**config.mk**
```make
export PLATFORM = sky130hd
export DESIGN_NAME = data_cache
export DESIGN_NICKNAME = d
export VERILOG_FILES = /design/src/rtl/cache_pkg.sv /design/src/rtl/mem_lane_align.sv /design/src/rtl/data_cache.sv
export SDC_FILE = /design/constraint.sdc
export NUM_CORES = 2
export LEC_CHECK = 0
export CAP_MARGIN = 10
export CORE_UTILIZATION = 60
export CTS_BUF_LIST = sky130_fd_sc_hd__clkbuf_16
export CTS_CLUSTER_DIAMETER = 40
export DETAILED_ROUTE_END_ITERATION = 10
export HOLD_SLACK_MARGIN = 0.1
export MAX_ROUTING_LAYER = met4
export PLACE_DENSITY = 0.77
export SYNTH_ARGS = -nofsm -noshare
export SYNTH_HDL_FRONTEND = slang
export SYNTH_HIERARCHICAL = 1
export SYNTH_SLANG_ARGS = --single-unit
```
**constraint.sdc**
```tcl
create_clock -name clk -period 16.8 [get_ports clk]
set_clock_uncertainty 0.2 [all_clocks]
set_input_delay 5.04 -clock clk [delete_from_list [all_inputs] [get_ports clk]]
set_output_delay 5.04 -clock clk [all_outputs]
set_load 0.05 [all_outputs]
```
**src/rtl/cache_pkg.sv**
```systemverilog
// Shared types and constants for the data cache and its lane-alignment helper.
// Combinational content only; no latency.
// Carries no flow control of its own.
package cache_pkg;

    typedef enum logic [1:0] {
        IDLE   = 2'd0,
        REFILL = 2'd1,
        WRITE  = 2'd2
    } state_t;

    localparam logic [2:0] LB  = 3'b000;
    localparam logic [2:0] LH  = 3'b001;
    localparam logic [2:0] LW  = 3'b010;
    localparam logic [2:0] LBU = 3'b100;
    localparam logic [2:0] LHU = 3'b101;
    localparam logic [2:0] SB  = 3'b000;
    localparam logic [2:0] SH  = 3'b001;
    localparam logic [2:0] SW  = 3'b010;

    localparam int DEF_SETS    = 16;
    localparam int DEF_WPL     = 4;
    localparam int OFFSET_BITS = 2;

    function automatic int word_bits(input int wpl);
        return $clog2(wpl);
    endfunction

    function automatic int index_bits(input int sets);
        return $clog2(sets);
    endfunction

    function automatic int tag_bits(input int aw, input int sets, input int wpl);
        return aw - OFFSET_BITS - $clog2(sets) - $clog2(wpl);
    endfunction

endpackage

```
**src/rtl/mem_lane_align.sv**
```systemverilog
// Byte-lane steering: load extract/extend, store strobes and lane-replicated store data.
// Purely combinational, zero latency.
// No backpressure; outputs follow inputs.
module mem_lane_align
    import cache_pkg::*;
(
    input  logic [2:0]  funct3,
    input  logic [1:0]  offset,
    input  logic [31:0] word,
    output logic [31:0] load_data,
    output logic [3:0]  wstrb,
    output logic [31:0] wdata
);

    logic [7:0]  lane_b;
    logic [15:0] lane_h;

    always_comb begin
        lane_b = word[{offset, 3'b000} +: 8];
        lane_h = offset[1] ? word[31:16] : word[15:0];

        case (funct3)
            LB:      load_data = {{24{lane_b[7]}}, lane_b};
            LH:      load_data = {{16{lane_h[15]}}, lane_h};
            LW:      load_data = word;
            LBU:     load_data = {24'b0, lane_b};
            LHU:     load_data = {16'b0, lane_h};
            default: load_data = word;
        endcase

        // misaligned halves/words are forced onto their natural lanes
        case (funct3)
            SB: begin
                wstrb = 4'b0001 << offset;
                wdata = {4{word[7:0]}};
            end
            SH: begin
                wstrb = offset[1] ? 4'b1100 : 4'b0011;
                wdata = {2{word[15:0]}};
            end
            SW: begin
                wstrb = 4'b1111;
                wdata = word;
            end
            default: begin
                wstrb = 4'b1111;
                wdata = word;
            end
        endcase
    end

endmodule

```
**src/rtl/data_cache.sv**
```systemverilog
// Direct-mapped write-through read-allocate data cache for the memory stage.
// Load hits return in the same cycle; misses refill a line word by word; stores write through.
// Holds StallM while a backing-memory transfer waits on mem_ready; request is held stable.
module data_cache
    import cache_pkg::*;
#(
    parameter int SETS           = DEF_SETS,
    parameter int WORDS_PER_LINE = DEF_WPL,
    parameter int ADDR_WIDTH     = 32
) (
    input  logic                  clk,
    input  logic                  rst,
    input  logic                  MemReadM,
    input  logic                  MemWriteM,
    input  logic [ADDR_WIDTH-1:0] ALUResultM,
    input  logic [31:0]           WriteDataM,
    input  logic [2:0]            AddressingControlM,
    output logic [31:0]           RDM,
    output logic                  StallM,
    output logic                  mem_req,
    output logic                  mem_we,
    output logic [ADDR_WIDTH-1:0] mem_addr,
    output logic [31:0]           mem_wdata,
    output logic [3:0]            mem_wstrb,
    input  logic                  mem_ready,
    input  logic [31:0]           mem_rdata
);

    localparam int WB    = word_bits(WORDS_PER_LINE);
    localparam int IB    = index_bits(SETS);
    localparam int TAG_W = tag_bits(ADDR_WIDTH, SETS, WORDS_PER_LINE);
    localparam int SET_LO = OFFSET_BITS + WB;
    localparam int TAG_LO = SET_LO + IB;
    localparam logic [WB-1:0] LAST = WB'(WORDS_PER_LINE - 1);

    state_t state, state_nxt;

    logic [WB-1:0]    cnt;
    logic [SETS-1:0]  valid;
    logic [TAG_W-1:0] tags [SETS];
    logic [31:0]      lines [SETS][WORDS_PER_LINE];

    logic [ADDR_WIDTH-3:0] req_waddr;
    logic [3:0]            req_wstrb;
    logic [31:0]           req_wdata;

    logic [IB-1:0]    in_set, req_set;
    logic [WB-1:0]    in_word, req_word;
    logic [TAG_W-1:0] in_tag, req_tag;
    logic             in_hit, req_hit;

    logic [31:0] al_word, al_load;
    logic [3:0]  al_wstrb;
    logic [31:0] al_wdata;

    assign in_set   = ALUResultM[TAG_LO-1:SET_LO];
    assign in_word  = ALUResultM[SET_LO-1:OFFSET_BITS];
    assign in_tag   = ALUResultM[ADDR_WIDTH-1:TAG_LO];
    assign in_hit   = valid[in_set] && (tags[in_set] == in_tag);

    assign req_set  = req_waddr[WB+IB-1:WB];
    assign req_word = req_waddr[WB-1:0];
    assign req_tag  = req_waddr[ADDR_WIDTH-3:WB+IB];
    assign req_hit  = valid[req_set] && (tags[req_set] == req_tag);

    // one aligner serves both directions: stores win in IDLE, so no load is pending then
    assign al_word = MemWriteM ? WriteDataM : lines[in_set][in_word];

    mem_lane_align u_align (
        .funct3    (AddressingControlM),
        .offset    (ALUResultM[1:0]),
        .word      (al_word),
        .load_data (al_load),
        .wstrb     (al_wstrb),
        .wdata     (al_wdata)
    );

    always_ff @(posedge clk) begin
        if (rst) state <= IDLE;
        else     state <= state_nxt;
    end

    always_comb begin
        state_nxt = state;
        case (state)
            IDLE: begin
                if (MemWriteM)                 state_nxt = WRITE;
                else if (MemReadM && !in_hit)  state_nxt = REFILL;
            end
            REFILL: if (mem_ready && cnt == LAST) state_nxt = IDLE;
            WRITE:  if (mem_ready)                state_nxt = IDLE;
            default: state_nxt = IDLE;
        endcase
    end

    always_comb begin
        StallM   = 1'b0;
        mem_req  = 1'b0;
        mem_we   = 1'b0;
        mem_addr = '0;
        if (!rst) begin
            case (state)
                IDLE: StallM = MemWriteM | (MemReadM & ~in_hit);
                REFILL: begin
                    StallM   = 1'b1;
                    mem_req  = 1'b1;
                    mem_addr = {req_waddr[ADDR_WIDTH-3:WB], cnt, 2'b00};
                end
                WRITE: begin
                    StallM   = ~mem_ready;
                    mem_req  = 1'b1;
                    mem_we   = 1'b1;
                    mem_addr = {req_waddr, 2'b00};
                end
                default: ;
            endcase
        end
        RDM = (!rst && state == IDLE && MemReadM && !MemWriteM && in_hit) ? al_load : 32'b0;
    end

    assign mem_wdata = req_wdata;
    assign mem_wstrb = req_wstrb;

    // the old tag is invalidated on the first beat so a half-written line never hits
    always_ff @(posedge clk) begin
        if (rst) begin
            cnt   <= '0;
            valid <= '0;
        end else if (state == REFILL && mem_ready) begin
            cnt            <= (cnt == LAST) ? '0 : cnt + 1'b1;
            valid[req_set] <= (cnt == LAST);
        end
    end

    always_ff @(posedge clk) begin
        if (state == IDLE && (MemReadM || MemWriteM)) begin
            req_waddr <= ALUResultM[ADDR_WIDTH-1:2];
            req_wstrb <= al_wstrb;
            req_wdata <= al_wdata;
        end
    end

    always_ff @(posedge clk) begin
        if (!rst && mem_ready) begin
            if (state == REFILL) begin
                lines[req_set][cnt] <= mem_rdata;
                if (cnt == LAST) tags[req_set] <= req_tag;
            end
            if (state == WRITE && req_hit) begin
                for (int b = 0; b < 4; b++) begin
                    if (req_wstrb[b]) lines[req_set][req_word][8*b +: 8] <= req_wdata[8*b +: 8];
                end
            end
        end
    end

endmodule

```
* Word level (Yosys, flattened, before mapping) *
Memory sizes are Yosys's and may differ from the RTL's. A register that Yosys moved wholly into a read port is not among the register bits.
Index checks and enable logic that the tools add are counted.

cells by class
  $add $sub $neg = 1
  magnitude comparators = 8
  eq/ne operators = 11
  shift operators = 2
  muxes and demuxes = 577
  bitwise gates (word level) = 519
  reduce and logical (&&, ||, !) cells = 23

operators with widths
  kind                                                 count
  two-way mux 128 bit                                  5
  two-way mux 1 bit                                    538
  OR 1 bit                                             513
  demux 32 bit (select 2 bit)                          5
  two-way mux 32 bit                                   7
  case mux 32 bit (2 select lines)                     2
  case mux 32 bit (4 select lines)                     1
  binary-select mux 32 bit (select 2 bit)              1
  == test 24 bit                                       2
  two-way mux 16 bit                                   2
  indexed part select 32 x 6 -> 8 bit                  1
  two-way mux 24 bit                                   1
  bitwise mux 16 bit                                   1
  logical AND 1 bit                                    15
  < comparator 4 x 5 -> 1 bit (second input constant)  2
  two-way mux 2 bit                                    5
  >= comparator 3 bit (second input constant)          3
  inverter 2 -> 3 bit                                  3
  binary-select mux 1 bit (select 4 bit)               2
  two-way mux 4 bit                                    2
  two-way mux 8 bit                                    1
  case mux 4 bit (2 select lines)                      1
  == test 3 bit (second input constant)                2
  < comparator 3 x 1 -> 1 bit (second input constant)  2
  19 further kinds                                     24

word-level totals
  bits in registers = 86
  memory bits (writable) = 2,432
  bits of input ports = 104
  output and inout port bits = 103
  logic and storage cells = 1,149
  memories kept = 2

memories
  memory  depth  width  rd ports  clocked after Yosys merged registers in  wr ports  RTL line          RTL
  lines   16     128    1         0                                        1         data_cache.sv:41  logic [31:0] lines [SETS][WORDS_PER_LINE];
  tags    16     24     2         1                                        1         data_cache.sv:40  logic [TAG_W-1:0] tags [SETS];

* Longest topological paths before layout *
  depth after elaboration = 11
  mapped depth = 18
  mapped depth without buffers = 10

* Modules after synthesis *
Netlist, hierarchy kept.

by module, submodules not included
  module          instances  cells an instance  area an instance (sq um)  seq. area each (sq um)
  data_cache      1          4,912              104,560.3                 75,492.4
  mem_lane_align  1          161                1,047.3                   0.0

* Worst setup path before layout *
OpenSTA, ideal clock, no wires.

  kind = input port to output port
  start point = input ALUResultM[4]
  end point = output RDM[20]
  arrival time = 9.898 ns
  data required time = 11.560 ns
  setup slack = 1.662 ns
  stages = 17
  path buffers = 7
  cells stage by stage = buf_2 -> buf_2 -> buf_2 -> buf_1 -> buf_1 -> mux4_2 -> mux4_2 -> mux4_2 -> nand2_1 -> nand2_1 -> mux4_2 -> and2_1 -> buf_6 -> a31oi_4 -> buf_6 -> nand2_1 -> and2_1

between the ends
  cells in the longest elaborated chain, start to end = 8
  elaborated cells between the ends (all ways) = 15
  those cells by class = 1 x eq/ne; 1 x shift; 9 x mux; 2 x reduce/logical; 2 x memory

ends and longest elaborated chain
  element                                                                    RTL line                                    RTL
  start: declaration                                                         data_cache.sv:15                            input logic [ADDR_WIDTH-1:0] ALUResultM,
  memory (16 x 128 bit) *                                                    n/a
  binary-select mux 32 bit (select 2 bit) *                                  data_cache.sv:67                            assign al_word = MemWriteM ? WriteDataM : lines[in_set][in_word];
  two-way mux 32 bit (not written as such) * (2 in a row)                    data_cache.sv:67
  two-way mux 32 bit *                                                       data_cache.sv:67
  via al_word[15]                                                            data_cache.sv:52                            logic [31:0] al_word, al_load;
  indexed part select 32 x 6 -> 8 bit or two-way mux 16 bit (tied branches)  mem_lane_align.sv:19, mem_lane_align.sv:20
  case mux 32 bit (4 select lines) *                                         mem_lane_align.sv:22                        case (funct3)
  via al_load[20]                                                            data_cache.sv:52
  two-way mux 32 bit *                                                       data_cache.sv:118                           RDM = (!rst && state == IDLE && MemReadM && !MemWriteM && in_hit) ? al_load : 32'b0;
  end: declaration                                                           data_cache.sv:18                            output logic [31:0] RDM,

Mark *: on every way through the listed nets, which the timed path passes. The rest lies on a longest branch. The select of a mux whose other input is x is not followed.

* Worst setup path in the final report *
  start point = input ALUResultM[4]
  end point = output StallM

between the ends
  cells in the longest elaborated chain, start to end = 8
  elaborated cells between the ends (all ways) = 10
  those cells by class = 1 x eq/ne; 4 x mux; 3 x bitwise; 1 x reduce/logical; 1 x memory

ends and longest elaborated chain
  element                                                                         RTL line           RTL
  memory (16 x 24 bit) or binary-select mux 1 bit (select 4 bit) (tied branches)  n/a
  == test 24 bit or two-way mux 1 bit (tied branches)                             data_cache.sv:59   assign in_hit = valid[in_set] && (tags[in_set] == in_tag);
  logical AND 1 bit *                                                             data_cache.sv:59
  inverter 1 bit *                                                                data_cache.sv:103  IDLE: StallM = MemWriteM | (MemReadM & ~in_hit);
  bitwise AND 1 bit *                                                             data_cache.sv:103
  OR 1 bit *                                                                      data_cache.sv:103
  case mux 1 bit (3 select lines) *                                               data_cache.sv:102  case (state)
  two-way mux 1 bit *                                                             data_cache.sv:101  if (!rst) begin
  end: declaration                                                                data_cache.sv:19   output logic StallM,

Mark *: on every way between the ends. The rest lies on a longest branch, timed or not. The select of a mux whose other input is x is not followed.

==> results.md <==
* #FFs+latches synth at 2522
* Worst-margin pin slew at ~1.4 ns
* Post-route clock period utilization at 90.7%
* Top_reg_cell synth: edfxtp_1
* Worst path bufs/invs at 3
* Worst-path cell chain: buf_8 -> buf_12 -> mux4_2 -> a22o_1 -> a221oi_1 -> xor2_1 -> nor2b_1 -> nand4_1 -> nor4_1 -> a31oi_1 -> clkdlybuf4s50_1
* Worst setup margin at 1.55 ns
* Critical Path Fanout Max at 53
* FMAX at 65.6 MHz
* Post-synthesis sequential area ratio at 71.5%
* Initial Utilization at 60.6%
* CTS HTree Levels at 5
* Synth-to-Final Area Change at 14.5%
* Cells on worst reg2reg path at 10
* Gpl congestion at 0.936
* FF/Latch Area at 75500 um^2
* Syn. warnings at 6
* CTS Buf Count at 327
* Worst EP arrival at 10.01 ns
* Area contributors post-synth: edfxtp_1 (71%), mux4_2 (18%), mux2_2 (1.7%)
* Setup TNS at 0 ns
* Cell Pwr Density at 126 nW/um^2
* Commonest non-fill, non-tap cells in the layout: edfxtp_1 (2498), mux4_2 (841), clkbuf_16 (332)
* Setup Fix Bufs, Post-CTS at 0
* Synthesized cell area at 106000 um^2
* CP max stage cell: nor4_1
* Share of the synthesized area in the top cell type at 71.0%
* Largest area contributor in the netlist: edfxtp_1
* Normalized max-slew margin at 7.37%
* Synth cell types at 79
* Async SR Flop Fraction at 0%
* Hold Fails Final Rpt at 0
* Worst setup path class: in -> out
* Critical Path End Type: output pin
* Slew Limit Fails at 0
* Xor/xnor share of the synthesized area at 0.440%
* I/O pin cnt at 207
* Starting DRT DRC Count at 8468
* Multi-input gate area at 28700 um^2
* Compound-cell area share of the yosys netlist at 2.71%
* Vias/cell at roughly 7.2
* Leakage power at 38.4 nW
* Fillers at 10100
* Data required time of the critical path at between 10 and 15 ns
* Largest family of logic cells by synthesized area: multiplexers
* WL final at between 300 and 400 mm
* Nets at 5487
* Die width at 422 um
* Post-place setup slack at about 1.7 ns
* Hold WC Path Type: reg -> reg
* Clk_lat worst skew at 0.95 ns
* Total number of vias at 57200
* Critical Path Max Stage Delay at approximately 1.2 ns
* Top cell family by delay on the critical path: buffers and inverters
* # DRC at 0
* Hold Buf Count CTS at 0
* Vias in the first global route at about 57000
* Clk sinks at ~2500
* Final setup vio count at 0
* Synthesized area per cell at around 21 um^2
* CTS tree: built
* Initial antenna violation count at 23
* Startpoint Class: input port
* Worst VDD drop at between 0.0001 and 0.00015 V
* Clk slew on worst S/H paths at around 0.06 ns
* Post-Syn Instances at 5073
* Die Y at 422 um
* First-pass DRT Iterations at 6
* Adder-cell share of the synthesized area at 0.0948%
* Run status: complete, no violations
* Gr usage total at 35.1%
* Commonest non-fill, non-tap cell in the layout: edfxtp_1
* Drt wl/cell at 37.7 um
* Site Rows at around 150
* Cell count along the critical path at 11
* RSZ-0062 raised after global routing: false
* Max Cap Viol at 0
* Post-synth EDFFs at 2498
* First-pass GRT wire length at 424 mm
* Largest net degree at the start of global routing at 108
* Overflow after GRT at 0
* Post_cts resized at 0
* Hold depth at 2
* Worst hold slack at 0.295 ns
* Post-synthesis mux area share at 21.1%
* Post-Synth Simple-Gate Area at 2.65%
* Root buf cell: clkbuf_16
* Routed Antenna Nets at 0
* Layout cells sized above 1 at 32.3%
* Hpwl dp at between 150 and 200 mm
* Worst-case clock buffer depth at 4
* Fin crit period at approximately 15 ns
* Die ar. at 178000 um^2
* Port Buf Inserts at ~200
* Core Footprint at 174000 um^2
-- report_power, final --
part           switching, mW  internal [mW]
logic                  0.801          0.477
registers              0.131           6.99
clock network           2.75           4.08
-- registers in the layout (all words and copies together), names as in the netlist, named ones only --
register and count:
state 2, req_waddr 30, valid 16, mem_wstrb 4, lines 2048, mem_wdata 32
cnt 2, tags 384
-- layout make-up --
type | instances | area share (%)
Antenna cell | 38 | 0.0787
Clock buffer | 332 | 6.87
Clock inverter | 239 | 1.89
Inverter | 17 | 0.0559
Multi-Input combinational cell | 2183 | 23.7
Sequential cell | 2522 | 62.5
Tap cell | 2325 | 2.41
Timing Repair Buffer | 324 | 2.51
-- tightest hold or removal path: stages, from the launching register on --
cell	delay (ns)
dfxtp_1	0.32
o21ai_0	0.07
a21oi_1	0.06
-- Yosys cell counts, types with 4 or more instances --
master,count
nor2b_1,24
or3_1,8
a221o_1,10
nand2b_1,11
buf_1,84
and3_1,5
a21oi_1,216
o211ai_1,4
nor4_1,7
nand2_1,194
buf_4,19
xor2_1,27
nor3_1,12
a221oi_1,7
nand4_1,22
xnor2_1,26
a22o_1,13
or2_2,18
nand4_4,8
a22oi_1,25
mux2_1,7
a21oi_2,80
buf_2,45
nand3b_1,7
mux2i_1,145
edfxtp_1,2498
and2_1,82
nand3_1,25
buf_6,15
mux4_2,841
nor2_1,81
clkbuf_1,189
dfxtp_1,24
o21ai_0,46
mux2_2,159
o21bai_1,4
o22ai_1,5
ha_1,8
inv_1,13
-- per-stage QoR --
step | power [mW] | instances | area (um^2) | utilization [%]
after floorplan | 7.98 | 5074 | 106000 | -
after global placement | 8.47 | 7369 | 110000 | 63.2
after detailed placement | 8.49 | 7369 | 110000 | 63.2
after CTS | 15.2 | 7940 | 121000 | 69.2
after global routing | 15.5 | 7961 | 121000 | 69.3
final | 15.2 | 7980 | 121000 | 69.3
-- worst paths after layout --
path	startpoint	endpoint	slack [ns]
setup / recovery	ALUResultM[4]	StallM	1.55
hold / removal	valid[2]$_SDFFE_PP0P_	valid[2]$_SDFFE_PP0P_	0.30
setup reg to reg	flop	lines[0][24]$_DFFE_PP_	9.88
hold reg to reg	valid[2]$_SDFFE_PP0P_	valid[2]$_SDFFE_PP0P_	0.30
-- cells by family (layout without fill, tap and decap cells) --
group,Yosys count,after routing
AND/OR/NAND/NOR,525,525
other,1,40
buffers and inverters,369,912
flip-flops,2522,2522
adder cells (fa/ha/maj),8,8
multiplexers,1152,1152
XOR/XNOR,53,53
AO/OA/AOI/OAI,443,443
-- per-layer routing --
layer	track usage [%]	vias up	wire, um
li1	-	22000	-
met1	44.7	29800	103000
met2	52.0	4445	143000
met3	8.35	962	34900
met4	21.3	0	20800
met5	-	-	0
No activity file was read; power rests on OpenSTA's default activity.
